## config.mk

```make
export PLATFORM = sky130hd
export DESIGN_NAME = decoder_rr_arbiter
export DESIGN_NICKNAME = d
export VERILOG_FILES = /design/src/rtl/decoder_rr_arbiter.sv
export SDC_FILE = /design/constraint.sdc
export NUM_CORES = 1
export LEC_CHECK = 0
export BUFFER_PORTS_ARGS = -buffer_cell sky130_fd_sc_hd__buf_2
export CAP_MARGIN = 10
export CORE_ASPECT_RATIO = 1.4
export CORE_MARGIN = 10
export CORE_UTILIZATION = 26
export DETAILED_ROUTE_END_ITERATION = 16
export PLACE_DENSITY_LB_ADDON = 0.15
export RECOVER_POWER = 50
export REMOVE_ABC_BUFFERS = 1
export SLEW_MARGIN = 20
export SYNTH_ARGS = -nofsm -noshare
export SYNTH_HDL_FRONTEND = slang
export SYNTH_SLANG_ARGS = --single-unit
```

## constraint.sdc

```tcl
create_clock -name clk -period 2 [get_ports clk]
set_input_delay 0.2 -clock clk [delete_from_list [all_inputs] [get_ports clk]]
set_output_delay 0.2 -clock clk [all_outputs]
set_load 0.01 [all_outputs]
```

## src/rtl/decoder_rr_arbiter.sv

```systemverilog
// Round-robin arbiter that owns the decoder_2x4 select (w) and drives a registered one-hot grant.
// Optional hold-time limit with forced rotation is compiled in by defining DECODER_ARB_TIMEOUT_EN.
module decoder_rr_arbiter #(
    parameter int unsigned MAX_HOLD = 8
) (
    input  logic       clk,
    input  logic       rst_n,
    input  logic [3:0] req,
    output logic       grant_valid,
    output logic [1:0] grant_w,
    output logic [0:3] grant_y,
    output logic       preempt
);
    localparam logic [0:0] IDLE  = 1'b0;
    localparam logic [0:0] GRANT = 1'b1;

    if (MAX_HOLD < 2 || MAX_HOLD > 255) begin : g_bad_max_hold
        $error("decoder_rr_arbiter: MAX_HOLD must be in 2..255");
    end

    logic [0:0] state_q;
    logic [1:0] last_idx;
    logic [3:0] search_req;
    logic       win_found;
    logic [1:0] win_idx;
    logic       owner_req;
    logic       timeout;
    logic       load_grant;
    logic       go_idle;

    // Scan last+1 .. last+4 (2-bit wrap); last_idx itself is checked last.
    function automatic logic [2:0] rr_pick(input logic [3:0] r, input logic [1:0] last);
        logic [1:0] idx;
        rr_pick = 3'b000;
        for (int i = 1; i <= 4; i++) begin
            idx = last + 2'(i);
            if (!rr_pick[2] && r[idx]) rr_pick = {1'b1, idx};
        end
    endfunction

    function automatic logic [0:3] onehot(input logic [1:0] w);
        onehot    = 4'b0000;
        onehot[w] = 1'b1;
    endfunction

    // NOTE: every always_comb output gets a default first so no latch is inferred.
    always_comb begin
        search_req = req;
        if (state_q == GRANT) search_req[grant_w] = 1'b0;
    end

    assign owner_req              = req[grant_w];
    assign {win_found, win_idx}   = rr_pick(search_req, last_idx);
    assign load_grant             = win_found && ((state_q == IDLE) || !owner_req || timeout);
    assign go_idle                = (state_q == GRANT) && !owner_req && !win_found;

`ifdef DECODER_ARB_TIMEOUT_EN
    localparam logic [7:0] HOLD_LAST = 8'(MAX_HOLD - 1);

    logic [7:0] hold_cnt;
    logic       hold_expired;

    assign hold_expired = (hold_cnt == HOLD_LAST);
    // Rotation is forced only while the owner still wants the grant and someone else is waiting.
    assign timeout      = (state_q == GRANT) && owner_req && hold_expired && (search_req != 4'b0000);

    always_ff @(posedge clk or negedge rst_n) begin
        if (!rst_n) begin
            hold_cnt <= 8'd0;
        end else if (load_grant || hold_expired) begin
            hold_cnt <= 8'd0;
        end else if (state_q == GRANT) begin
            hold_cnt <= hold_cnt + 8'd1;
        end
    end
`else
    assign timeout = 1'b0;
`endif

    // NOTE: sequential state uses non-blocking assignments so all flops update together.
    always_ff @(posedge clk or negedge rst_n) begin
        if (!rst_n) begin
            state_q     <= IDLE;
            last_idx    <= 2'd3;
            grant_valid <= 1'b0;
            grant_w     <= 2'd0;
            grant_y     <= 4'b0000;
            preempt     <= 1'b0;
        end else begin
            preempt <= timeout;
            if (load_grant) begin
                state_q     <= GRANT;
                last_idx    <= win_idx;
                grant_valid <= 1'b1;
                grant_w     <= win_idx;
                grant_y     <= onehot(win_idx);
            end else if (go_idle) begin
                state_q     <= IDLE;
                grant_valid <= 1'b0;
                grant_y     <= 4'b0000;
            end
        end
    end

endmodule

```

# Word level (Yosys, flattened, before mapping)
# Index checks and enable logic that the tools add are counted.
[word_totals]
regBits = 9
input_bits = 6
out_inout_bits = 8
[op_classes]
add_sub_neg = 3
magnitude_cmp = 8
mux = 23
bitwise_logic = 4
reduce_logical = 15
[op_table]
columns = ["operator", "count"]
rows = [
  ["$lt 2x3->1 const B", 5],
  ["$mux 3", 4],
  ["$mux 4", 3],
  ["$bmux 1 s2", 5],
  ["$mux 1", 9],
  ["$logic_and 1x1->1", 8],
  ["$logic_not 1->1", 5],
  ["$add 2x2->2 const B", 2],
  ["$and 4x4->4", 1],
  ["$demux 1 s2", 2],
  ["$not 4->4", 1],
  ["$ge 3x3->1 const B", 1],
  ["$lt 3x1->1 const B", 1],
  ["$not 2->3", 1],
  ["$add 2x1->2 const B", 1],
  ["$ge 2x1->1 const B", 1],
  ["$reduce_bool 2->1", 1],
  ["$logic_or 1x1->1", 1],
  ["$not 1->1", 1],
]

# Longest topological paths before layout
[depth]
word_depth = 25
depth_mapped = 6

# Worst setup path before layout
# Ideal clock, no wire load.
[synth_timing]
path_type = "register to register"
from = "register grant_w[1]"
to = "register grant_w[0]"
arrival_time_ps = 1532
required_time_ps = 1872
path_slack_ps = 341
stages_incl_launch_ff = 6
n_path_buf = 1
period_less_slack_ps = 1659
cell_sequence = "dfrtp_1 -> buf_6 -> nor4bb_1 -> nor3_2 -> o21ai_2 -> mux2_1"
[synth_between]
elab_chain_cells = 20
[synth_rtl]
columns = ["item", "line", "rtl"]
rows = [
  ["start: declaration", "10", "output logic [1:0] grant_w,"],
  ["start signal: assignment", "95", "grant_w <= win_idx;"],
  ["$lt 2x3->1 (implied by the code) or $ge 2x1->1 (tied branches)", "49", "if (state_q == GRANT) search_req[grant_w] = 1'b0;"],
  ["$logic_and 1x1->1 (implied by the code)", "49", ""],
  ["$mux 1 (implied by the code)", "49", ""],
  ["$demux 1 s2", "49", ""],
  ["$not 4->4 (no line)", "--", ""],
  ["$and 4x4->4 (no line)", "--", ""],
  ["$mux 4", "49", ""],
  ["$bmux 1 s2", "37", "if (!rr_pick[2] && r[idx]) rr_pick = {1'b1, idx};"],
  ["[... 4 more ...]", "--", ""],
  ["$mux 3", "37", ""],
  ["$logic_not 1->1", "37", ""],
  ["$logic_and 1x1->1", "37", ""],
  ["$mux 3", "37", ""],
  ["$logic_not 1->1", "37", ""],
  ["$logic_and 1x1->1", "37", ""],
  ["$mux 3", "37", ""],
  ["$logic_and 1x1->1", "54", "assign load_grant = win_found && ((state_q == IDLE) || !owner_req || timeout);"],
]
# Several ways; a longest one is shown, not always the timed one. The select of a mux whose other input is x is not followed.
# A chain may end at the register's enable or synchronous reset.

# Worst setup path in the final report
# Same ends and word-level chain as after synthesis.

==> reports/metrics.cfg <==
[yosys]
yosysWarningCount=0
synth_top_cell_area_share=0.292
syn_area_per_cell_sq_um=9.38
synth_fa_ha_area_frac=0
ys_top_cells_by_area=dfrtp_1, dfstp_2, nand2_1
synth-seq-cells=9
yosysUniqueCellTypes=34
yosys-mux-area-fraction=0.0917
async_flop_share=1.00
synth_compound_area_frac=0.213
yosys.area_share.simple=0.235
postSynthCellCount=64
yosysSeqAreaShare=0.379
yosys_most_used_dff=dfrtp_1
syn_area_sq_um=601
synth_top_family_by_area=simple AND/OR/NAND/NOR gates
synth_top_cell_by_area=dfrtp_1
synth_edf_count=0
synth_xor_area_frac=0

[flow_run]
drv_cap=0

[setup_path]
cp_slowest_stage_delay_ps=580
path_cells=mux4_2 -> nand2_2 -> o21ai_2 -> mux2_1
regToRegStartpoint=grant_w[1]
cp-start-kind=flip-flop
r2r-end=grant_w[0]
cpMaxStageDelayCell=mux4_2
cp_max_fo=12
r2r_slack_ps=180
worstPathRequired_ps=2130
arrival_ps=1950
r2r_cells=4
critPathCaptureType=flip-flop
path_class=flip-flop to flip-flop

[placed_design]
place_area_sq_um=651
place_inst=94
io_buffers=12
gp_congestion=0.765
hpwlAfterDp_um=1160

[detailed_routing]
drtIter0Drc=13
drc=0
ant_nets=0
avgRoutedWirePerCell_um=14.5
routed_wl_um=1440
routed_via_density=5.32
num_vias=527
dr.pass1.iters=4

[status]
outcome=completed

[cells_and_area]
fin_nets=84
diodes=0
drive_gt1_frac=0.234
final_area_sq_um=682
area_delta_synth_final_pct=13.5
stdcell_count=99

[die]
start_util=0.273
die_w_um=60.6
fp.dieArea_sq_um=4660
die_h_um=76.9
std_cell_rows=20
coreArea_sq_um=2200
boundaryPins=14

[clocking]
clock_latency_ps=250
cts_max_path_buffers=2
holdBufCountCts=1
ctsResizeCount=0
root_buffer=clkbuf_4
cts_tree=done
cts.sinks=9
clkTransAtPathRegs_ps=60
cts_setup_buffers=0
h-tree-depth=1
cts_buffers=3

[timing]
rsz0062_at_grt=false
report.final.hold_viol_count=0
fin_hold_ws_ps=410
clock_skew_ps=4.60
min_period_ps=1820
period_share=0.909
tns_ps=0
finalMaxSlewViolations=0
max_freq_mhz=550
setup_viol=0

[global_route]
grt_pass1_wl_um=2520
antenna_found_initial=0
gr-total-overflow=0
grt_max_degree=13
grt_usage=0.0678
first_global_vias=580

[power]
leakage_nw=0.299
vdd_drop_max_mv=0.458
cellPowerDensity_nw_per_um2=1580
power_mw=1.08

[hold_path]
hold_class=input port to async pin

[Yosys cell counts (2+ instances only)]
| master | number |
|---|---|
| a211o_1 | 2 |
| buf_4 | 2 |
| buf_6 | 2 |
| dfrtp_1 | 7 |
| dfstp_2 | 2 |
| inv_1 | 2 |
| mux2_1 | 2 |
| nand2_1 | 12 |
| nand2b_1 | 2 |
| nand3_1 | 2 |
| nor2_1 | 3 |
| o21ai_1 | 4 |
[through the flow]
stage	setup WS [ps]	utilization
floorplan	268	-
global placement	225	0.295
detailed placement	196	0.295
CTS	170	0.312
global route	55.0	0.310
finish	182	0.310
[critical path: cells and delay by family, from the launching register on]
family             cells  cell delay, ps
AOI/OAI and AO/OA      1              90
muxes                  2             900
DFF                    1             570
and+or+nand+nor        1             120
[cells by family (layout without fill, tap and decap cells)]
family,after synthesis,count (layout)
AND/OR/NAND/NOR,27,27
AO/OA/AOI/OAI,17,17
flip-flops,9,9
buffers and inverters,6,19
multiplexers,4,4
other,1,1
[flip-flops by register name, indices dropped and copies added, names as in the netlist]
signal / cells
grant_valid: 1
grant_w: 2
grant_y: 4
last_idx: 2
[cell usage in the layout, fill, tap and decap left out, types with 2 or more instances in the layout]
master and instances:
buf_2 8, dfrtp_1 7, nand2b_1 2, nand3_1 2, clkbuf_1 5, a211o_1 2, mux2_1 2, inv_1 2
o21ai_1 4, nand2_1 12, dfstp_2 2, clkbuf_4 3, nor2_1 3
[final cells by class]
class	instances	area (sq um)
Fill cell	255	1520
Multi-Input combinational cell	49	328
Sequential cell	9	228
Timing Repair Buffer	13	65.1
Tap cell	22	27.5
Clock buffer	4	26.3
Inverter	2	7.51
[routing by layer]
| layer | part of all wire | GRT usage | vias up |
|---|---|---|---|
| met5 | 0 | 0 | - |
| met4 | 0.011 | 0.0419 | 0 |
| met3 | 0.10 | 0.0362 | 2 |
| met2 | 0.45 | 0.0920 | 21 |
| met1 | 0.44 | 0.0796 | 245 |
| li1 | - | - | 259 |
[power breakdown]
group / switching, mW / internal [mW] / total, mW / leakage [nW]
Clock: 0.0583 / 0.0765 / 0.135 / 0.0150
Sequential: 0.122 / 0.277 / 0.399 / 0.107
Combinational: 0.300 / 0.245 / 0.546 / 0.177
Total: 0.481 / 0.598 / 1.08 / 0.299
[worst max-delay path by stage]
stage               start         end  slack, ps
6_report       grant_w[1]  grant_w[0]        180
2_1_floorplan  grant_w[1]  grant_w[0]        270
3_5_place_dp   grant_w[1]  grant_w[0]        200
4_1_cts        grant_w[1]  grant_w[0]        170
5_1_grt        grant_w[1]  grant_y[3]         60
3_3_place_gp   grant_w[1]  grant_w[0]        230
No activity file was read; power rests on OpenSTA's default activity.
